<file path="src/rtl/mult_sweep_monitor.sv">
// mult_sweep_monitor
//   Sweeps every signed WIDTH x WIDTH operand pair into an exact and an approximate multiplier
//   and accumulates error statistics over the returned products. The host derives
//   NMED = (err_sum / count) / max_exact from the outputs.
//
//   Parameters
//     WIDTH     operand width; products are 2*WIDTH bits, sweep length N = 2**(2*WIDTH)
//     MULT_LAT  cycles from o_a/o_b to valid i_z_*; 0 = combinational multipliers
//     ACC_W     width of the saturating o_err_sum accumulator
//
//   Ports
//     i_clk, i_rst      clock (rising edge), asynchronous active-high reset
//     i_start           start a sweep; only accepted in IDLE or DONE
//     o_a, o_b          operands to both multipliers ({o_a,o_b} is the pair counter)
//     i_z_exact         exact product (signed)
//     i_z_approx        approximate product (signed)
//     o_busy, o_done    busy in SWEEP/DRAIN; done held in DONE
//     o_err_sum         saturating sum of |approx - exact|
//     o_max_exact       largest exact product seen, floor 0
//     o_count           pairs captured
//     o_err_cnt         pairs with a nonzero difference
//     o_max_err         largest |approx - exact| (only when ERR_MAX_EN is defined)
//
//   Build option: define ERR_MAX_EN to add the o_max_err port and its tracking logic.
module mult_sweep_monitor #(
   parameter int unsigned WIDTH    = 8,
   parameter int unsigned MULT_LAT = 0,
   parameter int unsigned ACC_W    = 40
) (
   input  logic                 i_clk,
   input  logic                 i_rst,
   input  logic                 i_start,
   output logic [WIDTH-1:0]     o_a,
   output logic [WIDTH-1:0]     o_b,
   input  logic [2*WIDTH-1:0]   i_z_exact,
   input  logic [2*WIDTH-1:0]   i_z_approx,
   output logic                 o_busy,
   output logic                 o_done,
   output logic [ACC_W-1:0]     o_err_sum,
   output logic [2*WIDTH-1:0]   o_max_exact,
   output logic [2*WIDTH:0]     o_count,
   output logic [2*WIDTH:0]     o_err_cnt
`ifdef ERR_MAX_EN
   ,
   output logic [2*WIDTH:0]     o_max_err
`endif
);

   localparam int unsigned PW = 2 * WIDTH;
   localparam int unsigned DW = PW + 1;
   // Wide enough to hold the accumulator plus one magnitude without losing the carry.
   localparam int unsigned SW = ((ACC_W > DW) ? ACC_W : DW) + 1;
   localparam int unsigned LW = (MULT_LAT > 1) ? $clog2(MULT_LAT) : 1;

   typedef enum logic [1:0] {StIdle, StSweep, StDrain, StDone} state_e;

   state_e           state_q, state_d;
   logic [PW-1:0]    pair_q, pair_d;
   logic [LW-1:0]    drain_q, drain_d;

   logic             start_acc;
   logic             issue;
   logic             cap_vld;

   logic [ACC_W-1:0] err_sum_q, err_sum_d;
   logic [PW-1:0]    max_exact_q, max_exact_d;
   logic [DW-1:0]    count_q, count_d;
   logic [DW-1:0]    err_cnt_q, err_cnt_d;

   logic [DW-1:0]    diff;
   logic [DW-1:0]    mag;
   logic [SW-1:0]    sum_wide;

   assign start_acc = i_start && ((state_q == StIdle) || (state_q == StDone));
   assign issue     = (state_q == StSweep);

   // ---------------------------------------------------------------------------------------
   // Control FSM and pair counter
   // ---------------------------------------------------------------------------------------
   always_comb begin
      state_d = state_q;
      pair_d  = pair_q;
      drain_d = drain_q;
      unique case (state_q)
         StIdle, StDone: begin
            if (i_start) begin
               state_d = StSweep;
               pair_d  = '0;
            end
         end
         StSweep: begin
            if (&pair_q) begin
               // Counter holds on the last pair so the operands stop toggling.
               state_d = (MULT_LAT == 0) ? StDone : StDrain;
               drain_d = '0;
            end else begin
               pair_d = pair_q + PW'(1);
            end
         end
         StDrain: begin
            if (drain_q == LW'(MULT_LAT - 1)) begin
               state_d = StDone;
            end else begin
               drain_d = drain_q + LW'(1);
            end
         end
         default: state_d = StIdle;
      endcase
   end

   always_ff @(posedge i_clk or posedge i_rst) begin
      if (i_rst) begin
         state_q <= StIdle;
         pair_q  <= '0;
         drain_q <= '0;
      end else begin
         state_q <= state_d;
         pair_q  <= pair_d;
         drain_q <= drain_d;
      end
   end

   // ---------------------------------------------------------------------------------------
   // Tag pipe: tracks which cycles carry a valid product back from the multipliers
   // ---------------------------------------------------------------------------------------
   if (MULT_LAT == 0) begin : g_no_pipe
      assign cap_vld = issue;
   end else begin : g_pipe
      logic [MULT_LAT-1:0] tag_q;

      always_ff @(posedge i_clk or posedge i_rst) begin
         if (i_rst) begin
            tag_q <= '0;
         end else if (start_acc) begin
            tag_q <= '0;
         end else begin
            tag_q[0] <= issue;
            for (int i = 1; i < int'(MULT_LAT); i++) begin
               tag_q[i] <= tag_q[i-1];
            end
         end
      end

      assign cap_vld = tag_q[MULT_LAT-1];
   end

   // ---------------------------------------------------------------------------------------
   // Capture arithmetic
   // ---------------------------------------------------------------------------------------
   always_comb begin
      // One extra bit so the full exact/approx range difference cannot overflow.
      diff     = {i_z_approx[PW-1], i_z_approx} - {i_z_exact[PW-1], i_z_exact};
      mag      = diff[DW-1] ? (~diff + DW'(1)) : diff;
      sum_wide = SW'(err_sum_q) + SW'(mag);

      err_sum_d   = (|sum_wide[SW-1:ACC_W]) ? '1 : sum_wide[ACC_W-1:0];
      max_exact_d = ($signed(i_z_exact) > $signed(max_exact_q)) ? i_z_exact : max_exact_q;
      count_d     = count_q + DW'(1);
      err_cnt_d   = err_cnt_q + {{(DW-1){1'b0}}, |diff};
   end

   always_ff @(posedge i_clk or posedge i_rst) begin
      if (i_rst) begin
         err_sum_q   <= '0;
         max_exact_q <= '0;
         count_q     <= '0;
         err_cnt_q   <= '0;
      end else if (start_acc) begin
         err_sum_q   <= '0;
         max_exact_q <= '0;
         count_q     <= '0;
         err_cnt_q   <= '0;
      end else if (cap_vld) begin
         err_sum_q   <= err_sum_d;
         max_exact_q <= max_exact_d;
         count_q     <= count_d;
         err_cnt_q   <= err_cnt_d;
      end
   end

`ifdef ERR_MAX_EN
   logic [DW-1:0] max_err_q;

   always_ff @(posedge i_clk or posedge i_rst) begin
      if (i_rst) begin
         max_err_q <= '0;
      end else if (start_acc) begin
         max_err_q <= '0;
      end else if (cap_vld && (mag > max_err_q)) begin
         max_err_q <= mag;
      end
   end

   assign o_max_err = max_err_q;
`endif

   // ---------------------------------------------------------------------------------------
   // Outputs
   // ---------------------------------------------------------------------------------------
   assign o_a         = pair_q[PW-1:WIDTH];
   assign o_b         = pair_q[WIDTH-1:0];
   assign o_busy      = (state_q == StSweep) || (state_q == StDrain);
   assign o_done      = (state_q == StDone);
   assign o_err_sum   = err_sum_q;
   assign o_max_exact = max_exact_q;
   assign o_count     = count_q;
   assign o_err_cnt   = err_cnt_q;

endmodule

</file>
<file path="config.mk">
export PLATFORM = sky130hd
export DESIGN_NAME = mult_sweep_monitor
export DESIGN_NICKNAME = d
export VERILOG_FILES = /design/src/rtl/mult_sweep_monitor.sv
export SDC_FILE = /design/constraint.sdc
export NUM_CORES = 1
export LEC_CHECK = 0
export CAP_MARGIN = 20
export CORE_MARGIN = 2
export CORE_UTILIZATION = 45
export CTS_CLUSTER_DIAMETER = 30
export DETAILED_ROUTE_END_ITERATION = 12
export PLACE_DENSITY = 0.72
export SYNTH_ARGS = -nofsm -noshare
export SYNTH_HDL_FRONTEND = slang
export SYNTH_SLANG_ARGS = --single-unit
</file>
<file path="constraint.sdc">
create_clock -name i_clk -period 4 [get_ports i_clk]
set_input_delay 0.4 -clock i_clk [delete_from_list [all_inputs] [get_ports i_clk]]
set_output_delay 0.4 -clock i_clk [all_outputs]
set_load 0.01 [all_outputs]
</file>
**Word-level counts from Yosys, hierarchy flattened**

Index checks and enable logic that the tools add are counted.

- Add/sub/neg operators: 7
- $mul: 0
- Divide/modulo/power cells: 0
- $lt $le $gt $ge: 1
- Eq/ne operators: 7
- Shift operators: 0
- Muxes and demuxes: 21
- Bitwise logic cells: 1
- Reductions and logical operators: 15

Operators with widths:

| kind | number |
|---|---|
| two-way mux 40 bit | 3 |
| two-way mux 17 bit | 5 |
| two-way mux 16 bit | 5 |
| adder 40 x 17 -> 41 bit | 1 |
| adder 17 x 1 -> 17 bit, second input constant | 2 |
| one-hot mux 16 bit (2 select lines) | 1 |
| adder 17 x 1 -> 17 bit | 1 |
| inverter 17 bit | 1 |
| OR reduction 17 bit | 1 |
| subtractor 16 x 16 -> 17 bit | 1 |
| adder 16 x 1 -> 16 bit, second input constant | 1 |
| > comparator 16 bit | 1 |
| AND reduction 16 bit | 1 |
| nonzero test 2 bit | 4 |
| two-way mux 2 bit | 3 |
| inequality test 2 bit, second input constant | 3 |
| one-hot mux 2 bit (3 select lines) | 1 |
| AND reduction 3 bit | 2 |
| equality test 2 bit, second input constant | 2 |
| AND reduction 2 bit | 2 |
| equality test 2 x 1 -> 1 bit, second input constant | 1 |
| logical NOT 2 bit | 1 |
| logical OR 1 bit | 2 |
| two-way mux 1 bit | 2 |
| other kinds (5) | 5 |

- Register bits: 109
- Bits in latches: 0
- RAM bits: 0
- Memory bits (read-only): 0
- Input bits: 35
- Output and inout bits: 108
- Logic and storage cells: 59
- Memories: 0

**Longest topological paths before layout**

Gate-level depths: netlist (run 1).

- Depth after elaboration: 8
- Mapped depth: 22
- Depth with buffers taken out: 20

**Worst setup path before layout (run 1)**

No wires, ideal clock.

- Path type: input -> register
- Start point: input port i_z_approx[0]
- End point: register err_sum_q[2] (netlist: o_err_sum[2])
- Data arrival time: 4.567 ns
- Required time: 3.859 ns
- Path slack: -0.708 ns
- Stages on the path: 22
- Path buffers: 2
- Cell sequence: inv_1 -> ha_1 -> fa_1 -> nor2b_1 -> o2111ai_1 -> a211oi_1 -> o22ai_1 -> nor2_1 -> o31ai_1 -> clkbuf_1 -> nand2_1 -> o21ai_0 -> fa_1 -> a21o_1 -> a211oi_1 -> o21bai_1 -> and4_1 -> o21ai_1 -> nand2_1 -> nand4_1 -> clkbuf_1 -> a31oi_1

- Cells in the longest elaborated chain, start to end: 8

RTL lines:

| item | line | RTL |
|---|---|---|
| from (decl) | 36 | `input logic [2*WIDTH-1:0] i_z_approx,` |
| subtractor 16 x 16 -> 17 bit * | 152 | `diff = {i_z_approx[PW-1], i_z_approx} - {i_z_exact[PW-1], i_z_exact};` |
| inverter 17 bit | 153 | `mag = diff[DW-1] ? (~diff + DW'(1)) : diff;` |
| adder 17 x 1 -> 17 bit | 153 |  |
| two-way mux 17 bit * | 153 |  |
| adder 40 x 17 -> 41 bit * | 154 | `sum_wide = SW'(err_sum_q) + SW'(mag);` |
| two-way mux 40 bit * | 156 | `err_sum_d = (\|sum_wide[SW-1:ACC_W]) ? '1 : sum_wide[ACC_W-1:0];` |
| two-way mux 40 bit * | 173 | `end else if (cap_vld) begin` |
| two-way mux 40 bit * | 168 | `end else if (start_acc) begin` |
| to (signal assigned) | 174 | `err_sum_q <= err_sum_d;` |
| to (decl) | 65 | `logic [ACC_W-1:0] err_sum_q, err_sum_d;` |

Mark *: on every way between the ends. The rest lies on a longest branch, timed or not. The select of a mux whose other input is x is not followed.
A chain may end at the register's enable or synchronous reset.

**Worst setup path in the final report (run 1)**

- Start point: input port i_z_approx[0]
- End point: register err_sum_q[33] (netlist: o_err_sum[33])

Same word-level chain as after synthesis.

==> flow_metrics.env, run 1 <==
export IMPL_status="finished with violations"
export IMPL_violations="setup timing"
export IMPL_grt_use_total_pct=24.8
export IMPL_r2r_setup_slack_ps=1220
export IMPL_cts_tree="yes"
export IMPL_vias=7635
export IMPL_syn_area_per_cell_sq_um=8.82
export IMPL_grt_pass1_wl_mm=35.8
export IMPL_post_drt_wl_per_cell_um=16.6
export IMPL_fillers=1199
export IMPL_netlist_area_sq_um=7470
export IMPL_critPathMaxFanout=4
export IMPL_slew_viol_final=0
export IMPL_post_route_period_util_pct=110
export IMPL_drc=0
export IMPL_regArea_sq_um=2730
export IMPL_ys_ff_latch=109
export IMPL_rsz0062_at_grt="true"
export IMPL_cp_common_cell="buf_4"
export IMPL_layout_setup_ws_ps=-384
export IMPL_cp_arrival_ps=4630
export IMPL_p_total_w=0.00596
export IMPL_synth_edf_count=0
export IMPL_required_ps=4240
export IMPL_clock_sinks=109
export IMPL_numCtsBuffers=9
export IMPL_die_area_sq_um=17700
export IMPL_hold_violations=0
export IMPL_io_pins=143
export IMPL_slew_headroom_pct=38.6
export IMPL_viasPerCell=5.54
export IMPL_yosysSeqAreaShare_pct=36.5
export IMPL_fin_worst_skew_ps=8.02
export IMPL_antenna_cells=0
export IMPL_nets=1248
export IMPL_overflow=0
export IMPL_die_h_um=133
export IMPL_synth_flop_cell="dfrtp_1"
export IMPL_place_gp_congestion=0.877
export IMPL_fin_crit_ps=4380
export IMPL_power_density_nw_per_um2=522
export IMPL_vdd_drop_max_mv=0.334
export IMPL_place_hpwl_mm=15.4
export IMPL_drive_gt1_share_pct=27.2
export IMPL_rows=47
export IMPL_post_place_ws_ps=-1440
export IMPL_cp_end_kind="flop"
export IMPL_netlist_instances=847
export IMPL_drtIter0Drc=465
export IMPL_worst_setup_path_start_kind="primary input"
export IMPL_antenna_found_initial=0
export IMPL_clk_path_buf_depth=2
export IMPL_p_leak_nw=5.05
export IMPL_initial_core_util_pct=45.6
export IMPL_core_sq_um=16400
export IMPL_detail_route_first_pass_iterations=5
export IMPL_worst_hold_slack_ps=392
export IMPL_setup_viol=41
export IMPL_area_growth_pct=52.8
export IMPL_cpMaxStageDelayCell="nor4_4"
export IMPL_tightest_slew_ps=917
export IMPL_synth_async_reset_ratio_pct=100
export IMPL_cpPeakStageDelay_ps=410
export IMPL_ys_warnings_count=0
export IMPL_portBuffers=142
export IMPL_grt_pass1_vias=7366
export IMPL_final_antenna_net_count=0
export IMPL_die_x_um=133
export IMPL_synth_cell_types=62
export IMPL_synth_fp_nets=942
export IMPL_crit_type="primary input to flop"
export IMPL_fmax_mhz=228
export IMPL_wirelength_mm=22.8
export IMPL_hp_class="primary input to flop"
export IMPL_cts_root_buf="clkbuf_16"
export IMPL_htreeDepth=3
export IMPL_multi_input_area_sq_um=5020
export IMPL_grt_max_degree=65
export IMPL_maxCapViolCount=0
export IMPL_clock_latency_ps=360
export IMPL_path_clk_slew_ps=80
-- critical path: cells and delay by family --
kind                     cells  cell delay [ps]
AO/OA/AOI/OAI                6              950
XOR/XNOR                     1              160
adder cells (fa/ha/maj)      3              800
buffers and inverters        7              780
AND/OR/NAND/NOR              8             1540
-- logic make-up after synthesis --
kind of cell,count (synthesis),share of synthesized area (%)
and+or+nand+nor,275,18.4
AOI/OAI and AO/OA,238,21.0
DFF,109,36.5
buffers and inverters,86,4.50
xor gates and xnor gates,75,8.79
adders and majority gates,60,10.2
muxes,4,0.552
-- where the power goes --
group	leakage (nW)	total (W)	switching, W	internal, W
combinational	3.44	0.00351	0.00172	0.00179
sequential	1.46	0.00153	0.000226	0.00130
clock	0.144	0.000916	0.000460	0.000456
total	5.05	0.00596	0.00241	0.00355
-- layer usage --
metal  vias up  GRT usage (%)  share of wire (%)
met5         -              0                  0
met4         0           8.96                3.0
met3        49           4.02                4.4
met2       222           42.6                 51
met1      3671           31.4                 42
li1       3693              -                  -
-- path summary, 6_finish.rpt --
| check | end | cells after the start | start |
|---|---|---|---|
| hold / removal | o_max_exact[6] | 3 | i_z_exact[6] |
| setup / recovery | o_err_sum[33] | 25 | i_z_approx[0] |
| setup reg to reg | o_err_sum[17] | 9 | o_err_sum[20] |
| min in group asynchronous | o_count[4] | 2 | i_rst |
| max in group asynchronous | o_err_sum[11] | 3 | i_rst |
| hold reg to reg | o_err_sum[25] | 1 | o_err_sum[25] |
-- timing repair --
action	in CTS	in global routing
gates resized for setup	134	32
setup buffers	37	11
pin swaps	77	49
endpoints found under the setup margin	55	49
hold buffers	0	0
-- flip-flops by register name (all words and copies together) (netlist names) --
| register | count |
|---|---|
| o_err_cnt | 17 |
| drain_q | 1 |
| o_max_exact | 16 |
| o_err_sum | 40 |
| pair_q | 16 |
| o_count | 17 |
| state_q | 2 |
-- synthesized netlist by cell type, drive strengths merged, types with 8 or more instances --
cell type	instances	area, sq um
dfrtp	109	2730
nor2	85	319
o21ai	61	305
ha	58	726
inv	57	214
nand2	55	209
a21oi	48	240
xor2	42	368
xnor2	33	289
nand3	29	145
a31oi	27	169
nand4	25	156
and3	21	131
clkbuf	21	78.8
a21o	20	150
a211oi	16	120
or3	15	98.8
a32o	11	110
nor3	10	50.1
nor2b	9	56.3
buf	8	43.8
o21a	8	60.1
-- per-stage QoR --
stage	instance area (sq um)	instances	utilization (%)	TNS, ps
final	11400	1378	69.6	-11380
after CTS	11200	1367	68.4	-6860
after global routing	11400	1378	69.6	-19810
after floorplan	7690	847	-	-4100
after global placement	10300	1314	62.6	-56770
after detailed placement	10300	1314	62.6	-61660
-- layout make-up --
class	instances	share of cell area (%)
tap	220	2.41
multi-input combinational	652	44.0
timing repair buffer	324	25.1
inverter	57	2.01
clock buffer	10	2.09
sequential	109	23.9
clock inverter	6	0.537
-- cell usage in the layout, fill, tap and decap left out, drive strengths merged, types with 21 or more instances in the layout --
| cell | count |
|---|---|
| nor2 | 85 |
| clkdlybuf4s50 | 123 |
| nand3 | 29 |
| a31oi | 27 |
| and3 | 21 |
| o21ai | 61 |
| nand4 | 25 |
| xor2 | 42 |
| inv | 60 |
| nand2 | 55 |
| a21oi | 48 |
| buf | 189 |
| dfrtp | 109 |
| ha | 58 |
| xnor2 | 33 |
Note: power is estimated with default switching activity, not from simulation.
==> run 2: changes to the inputs <==
--- a/config.mk
+++ b/config.mk
@@ -8,7 +8,7 @@
 export CAP_MARGIN = 20
 export CORE_MARGIN = 2
 export CORE_UTILIZATION = 45
-export CTS_CLUSTER_DIAMETER = 30
+export CTS_CLUSTER_DIAMETER = 50
 export DETAILED_ROUTE_END_ITERATION = 12
 export PLACE_DENSITY = 0.72
 export SYNTH_ARGS = -nofsm -noshare
==> results of run 2 <==
The final DEF is identical to that of run 1; final timing and power are the same.
==> run 3: changes to the inputs <==
--- a/config.mk
+++ b/config.mk
@@ -8,8 +8,10 @@
 export CAP_MARGIN = 20
 export CORE_MARGIN = 2
 export CORE_UTILIZATION = 45
+export CTS_BUF_LIST = sky130_fd_sc_hd__clkbuf_2 sky130_fd_sc_hd__clkbuf_4 sky130_fd_sc_hd__clkbuf_8
 export CTS_CLUSTER_DIAMETER = 50
 export DETAILED_ROUTE_END_ITERATION = 12
+export GPL_ROUTABILITY_DRIVEN = 1
 export PLACE_DENSITY = 0.72
 export SYNTH_ARGS = -nofsm -noshare
 export SYNTH_HDL_FRONTEND = slang
==> constraint.sdc (replaced) <==
create_clock -name i_clk -period 4 [get_ports i_clk]
set_input_delay 0.4 -clock i_clk [delete_from_list [all_inputs] [get_ports i_clk]]
set_output_delay 0.4 -clock i_clk [all_outputs]
set_load 0.005 [all_outputs]
==> run 3 against run 2 <==
- the flow still finishes with violations (setup timing)
- clock skew grew 6.7 ps
- hold slack gained 5.5 ps
- critical path depth shrank 3
- worst setup slack gained 66 ps
- flip-flop and latch count is the same
- critical endpoint is now o_err_sum[29]
- die area is the same
- power shrank 5.6%
- routed wire length shrank 5.3%
- register-to-register slack lost 120 ps
- highest routed layer unchanged
==> flow_metrics.env, run 3 (synthesis gave the netlist of run 1 again) <==
export IMPL_status="finished with violations"
export IMPL_violations="setup timing"
export IMPL_layout_common_cells="147 x buf_4, 119 x clkdlybuf4s50_1, 109 x dfrtp_1, 78 x nor2_1"
export IMPL_place_hpwl_mm=15.4
export IMPL_dpl_cell_area_sq_um=10300
export IMPL_nets=1232
export IMPL_viasPerCell=5.50
export IMPL_core_sq_um=16400
export IMPL_vias=7491
export IMPL_cts_root_buf="clkbuf_8"
export IMPL_fmax_mhz=232
export IMPL_path_clk_slew_ps=120
export IMPL_wirelength_mm=21.6
export IMPL_final_util_pct=68.4
export IMPL_io_pins=143
export IMPL_slew_viol_final=0
export IMPL_die_x_um=133
export IMPL_slew_headroom_pct=39.4
export IMPL_maxCapViolCount=0
export IMPL_worst_setup_path_start_kind="primary input"
export IMPL_fin_crit_ps=4320
export IMPL_die_area_sq_um=17700
export IMPL_detail_route_first_pass_iterations=5
export IMPL_cts_tree="yes"
export IMPL_htreeDepth=3
export IMPL_layout_commonest_cell="buf_4"
export IMPL_cpPeakStageDelay_ps=360
export IMPL_required_ps=4300
export IMPL_rsz0062_at_grt="true"
export IMPL_initial_core_util_pct=45.6
export IMPL_clock_latency_ps=400
export IMPL_vdd_drop_max_mv=0.299
export IMPL_drive_gt1_share_pct=26.2
export IMPL_antenna_found_initial=0
export IMPL_post_drt_wl_per_cell_um=15.9
export IMPL_hp_class="primary input to flop"
export IMPL_hold_violations=0
export IMPL_grt_pass1_vias=7258
export IMPL_numCtsBuffers=9
export IMPL_largest_register_ffs=40
export IMPL_overflow=0
export IMPL_clock_sinks=109
export IMPL_worst_hold_slack_ps=397
export IMPL_drtIter0Drc=324
export IMPL_tightest_slew_ps=905
export IMPL_portBuffers=142
export IMPL_grt_use_total_pct=24.4
export IMPL_post_route_period_util_pct=108
export IMPL_cp_end_kind="flop"
export IMPL_area_growth_pct=50.3
export IMPL_path_cells="dlygate4sd2_1 -> inv_2 -> ha_4 -> a21o_1 -> buf_4 -> a221oi_4 -> o311ai_2 -> nor2_1 -> nand3_2 -> buf_6 -> nor4_4 -> a21oi_2 -> xnor2_2 -> ha_1 -> and3_4 -> and3_4 -> buf_4 -> o21ai_4 -> a2111oi_4 -> buf_6 -> o21ai_1 -> a221oi_2"
export IMPL_fin_area_sq_um=11200
export IMPL_postCtsHoldBufs=0
export IMPL_drc=0
export IMPL_die_h_um=133
export IMPL_setup_tns_ps=-10100
export IMPL_grt_pass1_wl_mm=35.2
export IMPL_place_gp_congestion=0.877
export IMPL_clk_path_buf_depth=2
export IMPL_layout_setup_ws_ps=-317
export IMPL_cpMaxStageDelayCell="a2111oi_4"
export IMPL_p_total_w=0.00562
export IMPL_cp_arrival_ps=4620
export IMPL_power_density_nw_per_um2=501
export IMPL_p_leak_nw=4.95
export IMPL_critPathMaxFanout=8
export IMPL_final_antenna_net_count=0
export IMPL_antenna_cells=0
export IMPL_setup_viol=40
export IMPL_rows=47
export IMPL_fin_worst_skew_ps=14.7
export IMPL_grt_max_degree=65
export IMPL_crit_type="primary input to flop"
-- run 3: changes by cell type in the layout (fill, tap and decap cells not counted), moves of 4 or more --
cell             before  now
buf_4               156  147
a31oi_1              24   20
buf_6                27   16
clkbuf_8              1   10
clkdlybuf4s50_1     123  119
dlygate4sd2_1         7   15
clkbuf_16             9    1
-- run 3: layout make-up --
cell class / count / area [sq um]
tap: 220 / 275
sequential: 109 / 2730
clock buffer: 10 / 138
inverter: 57 / 229
timing repair buffer: 308 / 2740
clock inverter: 6 / 61.3
fill: 1242 / 5180
multi-input combinational: 652 / 5060
-- run 3: what timing repair did --
action,CTS,global route
pin swaps,63,30
setup endpoints to repair,53,43
gates cloned,1,0
buffers inserted,27,5
resized for setup,128,28
-- run 3: power by group --
| part | switching [W] | internal (W) | total [W] |
|---|---|---|---|
| logic | 0.00163 | 0.00176 | 0.00339 |
| clock network | 0.000446 | 0.000260 | 0.000706 |
| registers | 0.000223 | 0.00130 | 0.00153 |
| total | 0.00230 | 0.00332 | 0.00562 |
-- run 3: final timing paths --
check | start | endpoint | slack (ps) | cells after the start
max in group asynchronous | i_rst | o_err_sum[11] | 2660 | 3
worst min-delay path | i_z_exact[0] | o_max_exact[0] | 400 | 4
worst min register to register | o_err_sum[25] | o_err_sum[25] | 510 | 1
worst max-delay path | i_z_exact[4] | o_err_sum[29] | -320 | 22
min in group asynchronous | i_rst | o_count[3] | 470 | 2
worst max register to register | o_err_sum[20] | o_err_sum[29] | 1100 | 9
-- run 3: routing by layer --
metal | wire length, um | part of all wire, % | track usage, %
met1 | 9320 | 43 | 30.9
met2 | 10800 | 50 | 41.9
met3 | 987 | 4.6 | 4.87
met4 | 571 | 2.6 | 7.89
met5 | 0 | 0 | 0
-- run 3: stage by stage --
stage / setup slack [ps] / std cells
after detailed placement: -1440 / 1314
after global placement: -1290 / 1314
after global routing: -476 / 1362
after CTS: -202 / 1358
after floorplan: -283 / 847
final: -317 / 1362
-- run 3: critical path: cells and delay by family --
family                     cells  cell delay, ps
adders and majority gates      2             520
and+or+nand+nor                5            1060
xor gates and xnor gates       1             170
buffers and inverters          6             950
AOI/OAI and AO/OA              8            1500
==> variant, RTL diff (flow settings as in run 3) <==
Encoding of `state_e`: now one-hot (4 bits for 4 states).
--- a/src/rtl/mult_sweep_monitor.sv
+++ b/src/rtl/mult_sweep_monitor.sv
@@ -54,3 +54,3 @@
 
-   typedef enum logic [1:0] {StIdle, StSweep, StDrain, StDone} state_e;
+   typedef enum logic [3:0] {StIdle = 4'b0001, StSweep = 4'b0010, StDrain = 4'b0100, StDone = 4'b1000} state_e;
 
Check against the original RTL: same outputs for any inputs over 4 cycles, from zero or initial values and one cycle with i_rst high; so few cycles prove little.
==> variant against run 3 <==
The flow still finishes with violations (negative setup slack). Clock skew up 0.0011 ns. Routed wire length increased by 8.8%. Utilization is 1.5 points higher. Power decreased by 5.4%. Area after synthesis increased by 1.0%. Sequential cell count unchanged. Critical endpoint is now o_err_sum[30]. Final area rose by 2.5%. Largest cell class unchanged. Setup slack improved by 0.015 ns.
==> variant: results (changes against run 3) <==
- Largest net degree at the start of global routing: 58 (-11%)
- Largest register FFs: 40 (unchanged)
- Layout cells sized above 1: 26.9% (+0.72 points)
- Slew HR: 56.0% (+17 points)
- ANT nets after route: 0 (unchanged)
- Unique cell type count in the Yosys netlist: 64 (+3.2%)
- First DRT Iteration DRCs: 488 (+51%)
- Synth async-reset ratio: 100% (unchanged)
- Clk pin slew, worst setup/hold paths: 0.12 ns (about the same)
- First-pass GRT wire length: 36.3 mm (+3.3%)
- Antenna violations before repair: 0 (unchanged)
- Seq/Total Area, Yosys: 36.2% (-0.35 points)
- Tightest Hold Check Type: input pin to flop
- Clock Skew: 0.0159 ns (+0.00114 ns)
- Num CTS Buffers: 9 (unchanged)
- Slowest library cell on the worst path: fa_2
- CP max stage delay: 0.41 ns (+0.05 ns)
- Vias per cell: 5.62 (+2.2%)
- Synth Flop Type: dfrtp_1
- Layout Nets: 1,258 (+2.1%)
- Residual DRC: 0 (unchanged)
- DP Cell Count: 1,352 (+2.9%)
- Port bufs: 142 (unchanged)
- Max Cap Viol: 0 (unchanged)
- Drt pass-1 iters: 7 (+2)
- Number of H-tree levels: 3 (unchanged)
- Mean routed wirelength per cell: 16.9 um (+6.5%)
- Syn nets: 959 (+1.8%)
- # setup viols final: 40 (unchanged)
- Number of global-route vias before repair: 7,443 (+2.5%)
- Placed Instance Area: 10,500 um2 (+1.9%)
- Clock tree buffer depth: 2 (unchanged)
- All-Layer GR Usage: 25.0% (+0.62 points)
- Synthesis Warnings: 0 (unchanged)
- Critical path fanouts, max: 6 (-2)
- Synth Instances: 867 (+2.4%)
- Clock latency on the worst-skew pair: 0.41 ns
- Area contributors post-synth: dfrtp_1 (36%), ha_1 (9.1%), xor2_1 (5.2%)
- Peak supply drop: 0.508 mV (+70%)
- GP Congestion: 0.907 (+3.5%)
- Commonest cells post-synth: dfrtp_1 (108), nand2_1 (80), nor2_1 (79), a21oi_1 (55), ha_1 (55)
- WP data arrival: 4.57 ns (-0.05 ns)
- Routed WL: 23.5 mm (+8.8%)
- Status: complete, but fails checks
- HPWL Detailed: 16.1 mm (+5.0%)
- Kind of cell adding the most delay to the critical path: simple AND/OR/NAND/NOR gates
- Final setup margin: -0.302 ns (+0.0153 ns)
- Root Buffer: clkbuf_8
- Total Negative Setup Slacks: -9.03 ns (+1.07 ns)
- Ant. Diodes: 0 (unchanged)
- Failing checks: negative setup slack
- LEAKAGE: 0.00520 uW (+5.2%)
variant: metal layers:
metal	track usage, %	wire length [um]	vias to the layer above
li1	-	-	3732
met1	33.3	10200	3769
met2	43.1	11700	269
met3	3.20	1070	52
met4	6.86	623	0
met5	0	0	-
variant: what timing repair did:
action	CTS	global route
pin swaps	32	50
resized for setup	75	106
endpoints found under the setup margin	56	55
setup buffers	8	11
hold endpoints to repair	0	0
cloned	3	1
variant: power breakdown:
group	internal, uW	switching, uW
sequential	1290	207
clock	245	440
combinational	1620	1510
total	3160	2160
variant: cells by family after synthesis:
| group | after synthesis | synth area share (%) |
|---|---|---|
| AO/OA/AOI/OAI | 208 | 18.1 |
| XOR/XNOR | 78 | 9.15 |
| adder cells (fa/ha/maj) | 57 | 9.65 |
| buffers and inverters | 84 | 4.34 |
| flip-flops | 109 | 36.2 |
| multiplexers | 17 | 2.25 |
| AND/OR/NAND/NOR | 314 | 20.4 |
variant: final timing paths:
kind,from,to,slack (ns),depth (start not counted)
max in group asynchronous,i_rst,o_err_sum[24],2.80,3
min in group asynchronous,i_rst,pair_q[10],0.43,2
min,i_z_exact[4],o_max_exact[4],0.26,3
max reg2reg,o_max_exact[5],o_max_exact[8],1.26,10
max,i_z_approx[0],o_err_sum[30],-0.30,22
min reg2reg,o_err_cnt[16],o_err_cnt[16],0.55,2
variant: worst reg2reg max path: cells and delay by family, from the launching register on:
kind | cells | cell delay (ns)
AOI/OAI and AO/OA | 6 | 1.49
adders and majority gates | 1 | 0.29
buffers and inverters | 2 | 0.28
DFF | 1 | 0.40
muxes | 1 | 0.21
variant: per-stage QoR:
step	utilization [%]	setup slack, ns
3_5_place_dp	63.6	-1.23
6_report	69.9	-0.302
2_1_floorplan	-	-0.477
3_3_place_gp	63.6	-1.17
4_1_cts	66.7	-0.373
5_1_grt	69.9	-0.432
variant: area by class of cell:
class / instances / area, um2
Clock buffer: 9 / 124
Timing Repair Buffer: 319 / 2860
Inverter: 52 / 210
Tap cell: 220 / 275
Sequential cell: 109 / 2730
Clock inverter: 7 / 75.1
Fill cell: 1250 / 4960
Multi-Input combinational cell: 675 / 5240
